File: src/rtl/fifo_w1_r16_pkg.sv
// Shared sizing and count helper for the 1-bit-in / 16-bit-out FIFO.
package fifo_w1_r16_pkg;

    localparam int WORD_W      = 16;
    localparam int DEPTH_WORDS = 64;
    localparam int ADDR_W      = $clog2(DEPTH_WORDS);
    localparam int CNT_W       = ADDR_W + 1;
    localparam int BIT_CNT_W   = $clog2(WORD_W);

    // Occupancy after one cycle; a simultaneous push and pop cancel out.
    function automatic logic [CNT_W-1:0] next_count(input logic [CNT_W-1:0] cnt,
                                                     input logic             push,
                                                     input logic             pop);
        logic [CNT_W-1:0] res;
        res = cnt;
        if (push && !pop) res = cnt + CNT_W'(1);
        else if (pop && !push) res = cnt - CNT_W'(1);
        return res;
    endfunction

endpackage

File: src/rtl/fifo_w1_r16_1024_sync_if.sv
// Host-side bus of the width-converting FIFO; rd_data_count exists only with FIFO_W1_R16_COUNT_EN.
interface fifo_w1_r16_1024_sync_if;
    import fifo_w1_r16_pkg::*;

    logic              din;
    logic              wr_en;
    logic              rd_en;
    logic [WORD_W-1:0] dout;
    logic              full;
    logic              empty;
`ifdef FIFO_W1_R16_COUNT_EN
    logic [ADDR_W:0]   rd_data_count;
`endif

    modport master (
        output din, wr_en, rd_en,
`ifdef FIFO_W1_R16_COUNT_EN
        input  rd_data_count,
`endif
        input  dout, full, empty
    );

    modport slave (
        input  din, wr_en, rd_en,
`ifdef FIFO_W1_R16_COUNT_EN
        output rd_data_count,
`endif
        output dout, full, empty
    );

endinterface

File: src/rtl/fifo_w1_r16_1024_sync_bit_packer_16.sv
// Serial-in/parallel-out packer: gathers 16 bits MSB-first and flags the completed word
// combinationally so it can be stored on the same edge as the last bit.
module bit_packer_16
    import fifo_w1_r16_pkg::*;
(
    input  logic              clk,
    input  logic              rst_n,
    input  logic              bit_vld,
    input  logic              din,
    output logic              word_vld,
    output logic [WORD_W-1:0] word
);

    localparam logic [BIT_CNT_W-1:0] LAST_BIT = BIT_CNT_W'(WORD_W - 1);

    logic [WORD_W-1:0]    sr_p0;
    logic [BIT_CNT_W-1:0] bit_cnt_p0;

    // stage p0: shift register and bit counter
    always_ff @(posedge clk) begin
        if (!rst_n) begin
            sr_p0      <= '0;
            bit_cnt_p0 <= '0;
        end else if (bit_vld) begin
            sr_p0      <= {sr_p0[WORD_W-2:0], din};
            bit_cnt_p0 <= bit_cnt_p0 + BIT_CNT_W'(1);
        end
    end

    assign word_vld = bit_vld && (bit_cnt_p0 == LAST_BIT);
    assign word     = {sr_p0[WORD_W-2:0], din};

endmodule

File: src/rtl/fifo_w1_r16_1024_sync.sv
// Single-clock FIFO: 1-bit serial writes packed MSB-first into 64 x 16-bit words, 16-bit reads.
// Optional rd_data_count output under `FIFO_W1_R16_COUNT_EN.
module fifo_w1_r16_1024_sync
    import fifo_w1_r16_pkg::*;
(
    input  logic                    clk,
    input  logic                    rst_n,
    fifo_w1_r16_1024_sync_if.slave  bus
);

    logic [WORD_W-1:0] mem [DEPTH_WORDS];
    logic [ADDR_W-1:0] wr_ptr;
    logic [ADDR_W-1:0] rd_ptr;
    logic [CNT_W-1:0]  count;
    logic [CNT_W-1:0]  count_nxt;
    logic              full_q;
    logic              empty_q;
    logic [WORD_W-1:0] dout_p1;

    logic              bit_vld;
    logic              pop;
    logic              vld_p0;
    logic [WORD_W-1:0] word_p0;

    // A full FIFO refuses bits outright, so a word push never lands on an occupied slot.
    assign bit_vld = bus.wr_en && !full_q;
    assign pop     = bus.rd_en && !empty_q;

    bit_packer_16 u_packer (
        .clk      (clk),
        .rst_n    (rst_n),
        .bit_vld  (bit_vld),
        .din      (bus.din),
        .word_vld (vld_p0),
        .word     (word_p0)
    );

    assign count_nxt = next_count(count, vld_p0, pop);

    // stage p0 -> storage: word array carries no reset
    always_ff @(posedge clk) begin
        if (vld_p0) mem[wr_ptr] <= word_p0;
    end

    // stage p1: pointers, occupancy, flags and read register
    always_ff @(posedge clk) begin
        if (!rst_n) begin
            wr_ptr  <= '0;
            rd_ptr  <= '0;
            count   <= '0;
            full_q  <= 1'b0;
            empty_q <= 1'b1;
            dout_p1 <= '0;
        end else begin
            if (vld_p0) wr_ptr <= wr_ptr + ADDR_W'(1);
            if (pop) begin
                rd_ptr  <= rd_ptr + ADDR_W'(1);
                dout_p1 <= mem[rd_ptr];
            end
            count   <= count_nxt;
            full_q  <= (count_nxt == CNT_W'(DEPTH_WORDS));
            empty_q <= (count_nxt == '0);
        end
    end

    assign bus.dout  = dout_p1;
    assign bus.full  = full_q;
    assign bus.empty = empty_q;
`ifdef FIFO_W1_R16_COUNT_EN
    assign bus.rd_data_count = count;
`endif

endmodule

File: src/flat_wrapper.sv
// flat-port wrapper written by rule: the top's interface ports become plain ports
module fifo_w1_r16_1024_sync_flat import fifo_w1_r16_pkg::*;
  (clk, rst_n, bus_din, bus_wr_en, bus_rd_en, bus_dout, bus_full, bus_empty);
  fifo_w1_r16_1024_sync_if bus_i ();
  input  logic clk;
  input  logic rst_n;
  input wire logic [$bits(bus_i.din)-1:0] bus_din;
  input wire logic [$bits(bus_i.wr_en)-1:0] bus_wr_en;
  input wire logic [$bits(bus_i.rd_en)-1:0] bus_rd_en;
  output wire logic [$bits(bus_i.dout)-1:0] bus_dout;
  output wire logic [$bits(bus_i.full)-1:0] bus_full;
  output wire logic [$bits(bus_i.empty)-1:0] bus_empty;
  assign bus_i.din = bus_din;
  assign bus_i.wr_en = bus_wr_en;
  assign bus_i.rd_en = bus_rd_en;
  assign bus_dout = bus_i.dout;
  assign bus_full = bus_i.full;
  assign bus_empty = bus_i.empty;
  fifo_w1_r16_1024_sync u_core (.clk(clk), .rst_n(rst_n), .bus(bus_i));
endmodule
File: config.mk
export PLATFORM = sky130hd
export DESIGN_NAME = fifo_w1_r16_1024_sync_flat
export DESIGN_NICKNAME = d
export VERILOG_FILES = /design/src/rtl/fifo_w1_r16_pkg.sv /design/src/rtl/fifo_w1_r16_1024_sync_if.sv /design/src/rtl/fifo_w1_r16_1024_sync_bit_packer_16.sv /design/src/rtl/fifo_w1_r16_1024_sync.sv /design/src/flat_wrapper.sv
export SDC_FILE = /design/constraint.sdc
export NUM_CORES = 1
export LEC_CHECK = 0
export ABC_AREA = 0
export CORE_AREA = 2 2 327 329
export CTS_BUF_LIST = sky130_fd_sc_hd__clkbuf_16
export DETAILED_ROUTE_END_ITERATION = 7
export DIE_AREA = 0 0 329 331
export REMOVE_ABC_BUFFERS = 1
export SLEW_MARGIN = 20
export SYNTH_ARGS = -nofsm -noshare
export SYNTH_HDL_FRONTEND = slang
export SYNTH_SLANG_ARGS = --single-unit
File: constraint.sdc
create_clock -name clk -period 5.55 [get_ports clk]
set_clock_uncertainty 0.05 [all_clocks]
set_input_delay 1.3875 -clock clk [delete_from_list [all_inputs] [get_ports clk]]
set_output_delay 1.3875 -clock clk [all_outputs]
set_load 0.02 [all_outputs]
Word level (Yosys, flattened, before mapping)
Memories as Yosys holds them, arrays and structs flattened. A register that Yosys moved wholly into a read port is not among the register bits. Index checks and enable logic that the tools add are counted.

Register bits after elaboration: 40. Memory bits (writable): 1024. Word-level logic and storage cells: 30. Memories: 1.

Memory list: u_core.mem (words 64, width 16, read ports 1, clocked after memory_dff 1, write ports 1, line fifo_w1_r16_1024_sync.sv:11) `logic [WORD_W-1:0] mem [DEPTH_WORDS];`.

$add $sub $neg: 5. Eq/ne operators: 2. Muxes and demuxes: 4. Reduce and logical (&&, ||, !) cells: 11.

Operator list (number): 2-to-1 mux 7 bit (2); adder 6 x 1 -> 6 bit (second input constant) (2); adder 7 x 1 -> 7 bit (second input constant) (1); == test 7 bit (second input constant) (1); logical NOT 7 bit (1); subtractor 7 x 1 -> 7 bit (second input constant) (1); logical AND 1 bit (5); logical NOT 1 bit (5); adder 4 x 1 -> 4 bit (second input constant) (1); == test 4 bit (second input constant) (1); 2-to-1 mux 1 bit (2).

Logic depth before layout (Yosys ltp)
Depth in word-level cells: 8. Gate-level depth with buffers: 10.

Modules after synthesis
From an unflattened synthesis, not the netlist that was laid out.

Cells, all modules: 2065. Area, all modules: 41697.5 µm².

By module, submodules not included: fifo_w1_r16_1024_sync (instances 1, cells an instance 1998, area each 40960.5 µm²); bit_packer_16 (instances 1, cells an instance 67, area each 737.0 µm²).

Least setup slack after synthesis
No wires, ideal clock.

Path kind: input -> register. Start: input port bus_wr_en. End: memory u_core.mem[59][0], enable pin. Library setup time: 0.389 ns. Data arrival time: 2.930 ns. Required time: 5.111 ns. Slack: 2.182 ns. Stages: 5. Cell sequence: and3b_1 nand3_1 nor2_1 nand3_1 nor2_1.

Word-level cells in the longest chain between the ends: 4.

Ends and longest elaborated chain: start: declaration (line flat_wrapper.sv:8) `input wire logic [$bits(bus_i.wr_en)-1:0] bus_wr_en;`; logical AND 1 bit (line fifo_w1_r16_1024_sync.sv:26) `assign bit_vld = bus.wr_en && !full_q;`; logical AND 1 bit (line fifo_w1_r16_1024_sync_bit_packer_16.sv:30) `assign word_vld = bit_vld && (bit_cnt_p0 == LAST_BIT);`; 2-to-1 mux 1 bit (line fifo_w1_r16_1024_sync.sv:42) `if (vld_p0) mem[wr_ptr] <= word_p0;`; 2-to-1 mux 1 bit (not written as such) (line fifo_w1_r16_1024_sync.sv:42); end: declaration (line fifo_w1_r16_1024_sync.sv:11).

Every way passes these cells.

Final worst setup path
Start: input port bus_wr_en. End: memory u_core.mem[35][11], enable pin.

Same word-level chain as after synthesis.

==> results by group <==
Run status
  • Outcome: finished, final reports clean

Logic synthesis
  • Sequential area share after synthesis: about 76%
  • Largest family of logic cells by synthesized area: multiplexers
  • Flops & latches, synth: 1080
  • Mux cell area share after synthesis: roughly 14%
  • Simple-Gate Fraction of Synth Area: 2.61%
  • Leading area contributor after synthesis: edfxtp_1
  • Synth Area in Adders: 0.150%
  • Syn Inst Count: about 2100
  • Syn_area_per_cell: 19.5 um2
  • Async SR Flop Fraction: 0%
  • YS warnings: 0
  • Area share of the largest cell type after synthesis: roughly three quarters
  • Top FF cell, synth: edfxtp_1
  • Synth cell types: 48
  • Synth Area in Compound Gates: around 4.5%
  • EDFF count, synth: ~1000
  • Synth area leaders: edfxtp_1, mux4_2, mux2i_1, dfxtp_1, mux2_2
  • Post-Synth XOR/XNOR Area: 0.356%
  • Cell Area, Synth: between 40000 and 50000 um2

Place
  • Post-DP HPWL: slightly above 60000 um
  • Inst Count DP: between 3000 and 4000
  • GPL Wtd Cong: 0.940
  • Number of port buffers: 22

Worst setup path
  • Crit-path max cell delay: roughly 710 ps
  • Crit path DAT: approximately 4000 ps
  • Worst Path Required: about 5900 ps
  • Crit-path slowest cell: nand3_1
  • Crit path max fanout: 16
  • Setup crit end kind: flop
  • Worst Path Class, Setup: input pin to flop
  • Startpoint Class: input pin
  • CP cell instances: clkdlybuf4s50_1 > and3b_1 > nand3_1 > buf_4 > nor2_1 > nand3_1 > nor2_1 > buf_4

Drt
  • Vias per cell: about 5.7
  • Router iterations before antenna repair: 5
  • Drt initial violations: 2558
  • Final ANT Viol Nets: 0
  • Post-route DRC: 0
  • Via count: about 21000
  • Final wirelength: roughly 110000 um
  • Routed WL per cell: between 20 and 30 um

Clock network
  • Clock transition at path regs: 60 ps
  • TritonCTS clock tree: done
  • Hold-fix buffers, CTS: 0
  • CTS max path bufs: 3
  • Cts bufs inserted: around 110
  • Setup bufs post-CTS: 0
  • Sink Count: 1080
  • Worst-Skew Late Latency: ~690 ps
  • Root Buffer Master: clkbuf_16
  • CTS H-tree depth: 3
  • Resized cells post-CTS: 0

Die
  • I/O pin cnt: 23
  • Core area: between 100000 and 150000 um2
  • Initial Util: about two fifths
  • # rows: ~120
  • Die height: about 330 um
  • Die area: between 100000 and 150000 um2
  • Die W: 329 um

Final layout
  • Antenna Cells: 0
  • Nets: approximately 2300
  • Most frequent cells in the layout: edfxtp_1, mux2i_1, mux4_2
  • Leading cell type in the layout, fill and taps excluded: edfxtp_1
  • Share of cells above drive strength 1: a little under a quarter
  • Area grow syn2layout: 14.3%
  • Finished Layout Cells: 3752

Pwr
  • Sw frac: roughly 23%
  • Pint: between 10000 and 15000 uW
  • Combinational share of power: roughly 7.6%
  • Cell area power density: between 300 and 400 nW/um2
  • VDD IR max: roughly 0.25 mV
  • Pleak: approximately 0.013 uW
  • Share of total power in the clock network: between 40% and 50%
  • Seq pwr share: 50.5%
  • Psw: about 4000 uW

GRT
  • Total track usage: between 10% and 20%
  • First-pass GRT wire length: 152000 um
  • Largest net degree at the start of global routing: between 70 and 80
  • Vias in the first global route: about 21000
  • Initial antenna violation count: 2
  • Remaining global-route overflow: 0

Timing
  • Final Slew Violations: 0
  • Final worst path period share: roughly two thirds
  • Min cycle time layout: around 3700 ps
  • Slew @ Worst Pin: between 1000 and 1500 ps
  • Setup violations, final: 0
  • Setup TNS: 0 ps
  • Fmax: approximately 270 MHz
  • Slew HR: about 30%
  • RSZ-0062 raised after global routing: no
  • Hold Fails Final Rpt: 0

Min path
  • Worst min path class: flop to flop

Run
  • Max cap viols: 0
## kinds of logic after synthesis
family,count (synthesis)
multiplexers,394
adder cells (fa/ha/maj),5
flip-flops,1080
AO/OA/AOI/OAI,281
buffers and inverters,133
XOR/XNOR,17
AND/OR/NAND/NOR,237
## registers in the layout, indices dropped and copies added (netlist names)
register	count
u_core.bus.dout	16
u_core.u_packer.sr_p0	15
u_core.count	7
u_core.wr_ptr	6
u_core.bus.empty	1
u_core.mem	1024
u_core.bus.full	1
u_core.u_packer.bit_cnt_p0	4
u_core.rd_ptr	6
## cell usage after synthesis, types with 4 or more instances
library cell,count
mux4_2,160
a21oi_1,36
nor2_1,117
buf_2,36
a211oi_1,56
and2_1,4
buf_6,15
or3_1,5
a2111oi_0,9
nand3b_1,4
nand3_1,11
nor2b_1,16
o21ai_0,41
nand4_1,7
mux2_2,71
o22ai_1,65
buf_4,23
xor2_1,12
xnor2_1,5
o21ai_1,6
o31ai_1,25
edfxtp_1,1024
buf_1,4
ha_1,5
dfxtp_1,56
a32oi_1,17
o221ai_1,23
mux2i_1,163
clkbuf_1,52
nand2_1,52
## power groups by stage
stage	clock network (uW)	logic, uW	registers [uW]
global placement	0	1290	9220
finish	7500	1350	9020
floorplan	0	1030	9390
CTS	7620	1320	9050
global route	7930	1440	9030
detailed placement	0	1320	9230
## critical path: cells and delay by family
kind | cells | cell delay (ps)
buffers and inverters | 3 | 1030
AND/OR/NAND/NOR | 5 | 1560
## routing by layer
metal	vias to the layer above	GRT usage (%)	share of wire [%]
met1	11269	27.8	43
met4	0	5.25	2.7
met3	164	3.86	8.1
met2	924	30.3	46
li1	9036	-	-
met5	-	0	0
## metrics by stage
step	instance area (um2)	power [uW]	setup WS, ps	util, %	hold slack (ps)
after global placement	44100	10500	1150	42.0	392
after floorplan	41100	10400	-7700	-	403
after detailed placement	44100	10500	1140	42.0	406
after CTS	47800	18000	1860	45.5	415
after global routing	47800	18400	1690	45.6	438
final	47800	17900	1870	45.6	411
## final cells by class
cell class | instances | area (um2)
clock buffers | 110 | 2750
clock inverters | 95 | 980
fillers | 8795 | 57100
inverters | 3 | 11.3
multi-input cells | 934 | 9240
flip-flops and latches | 1080 | 31900
well taps | 1391 | 1740
repair buffers | 139 | 1160
## path summary, 6_finish.rpt
check | startpoint | endpoint | slack, ps | cells after the start
min | u_core.u_packer.sr_p0[5]$_SDFFE_PN0P_ | u_core.u_packer.sr_p0[5]$_SDFFE_PN0P_ | 410 | 2
max reg2reg | u_core.rd_ptr[1]$_SDFFE_PN0P_ | u_core.bus.dout[10]$_SDFFE_PN0P_ | 2080 | 7
min reg2reg | u_core.u_packer.sr_p0[5]$_SDFFE_PN0P_ | u_core.u_packer.sr_p0[5]$_SDFFE_PN0P_ | 410 | 2
max | bus_wr_en | u_core.mem[35][11]$_DFFE_PP_ | 1870 | 8
No activity file was read; power rests on OpenSTA's default activity.
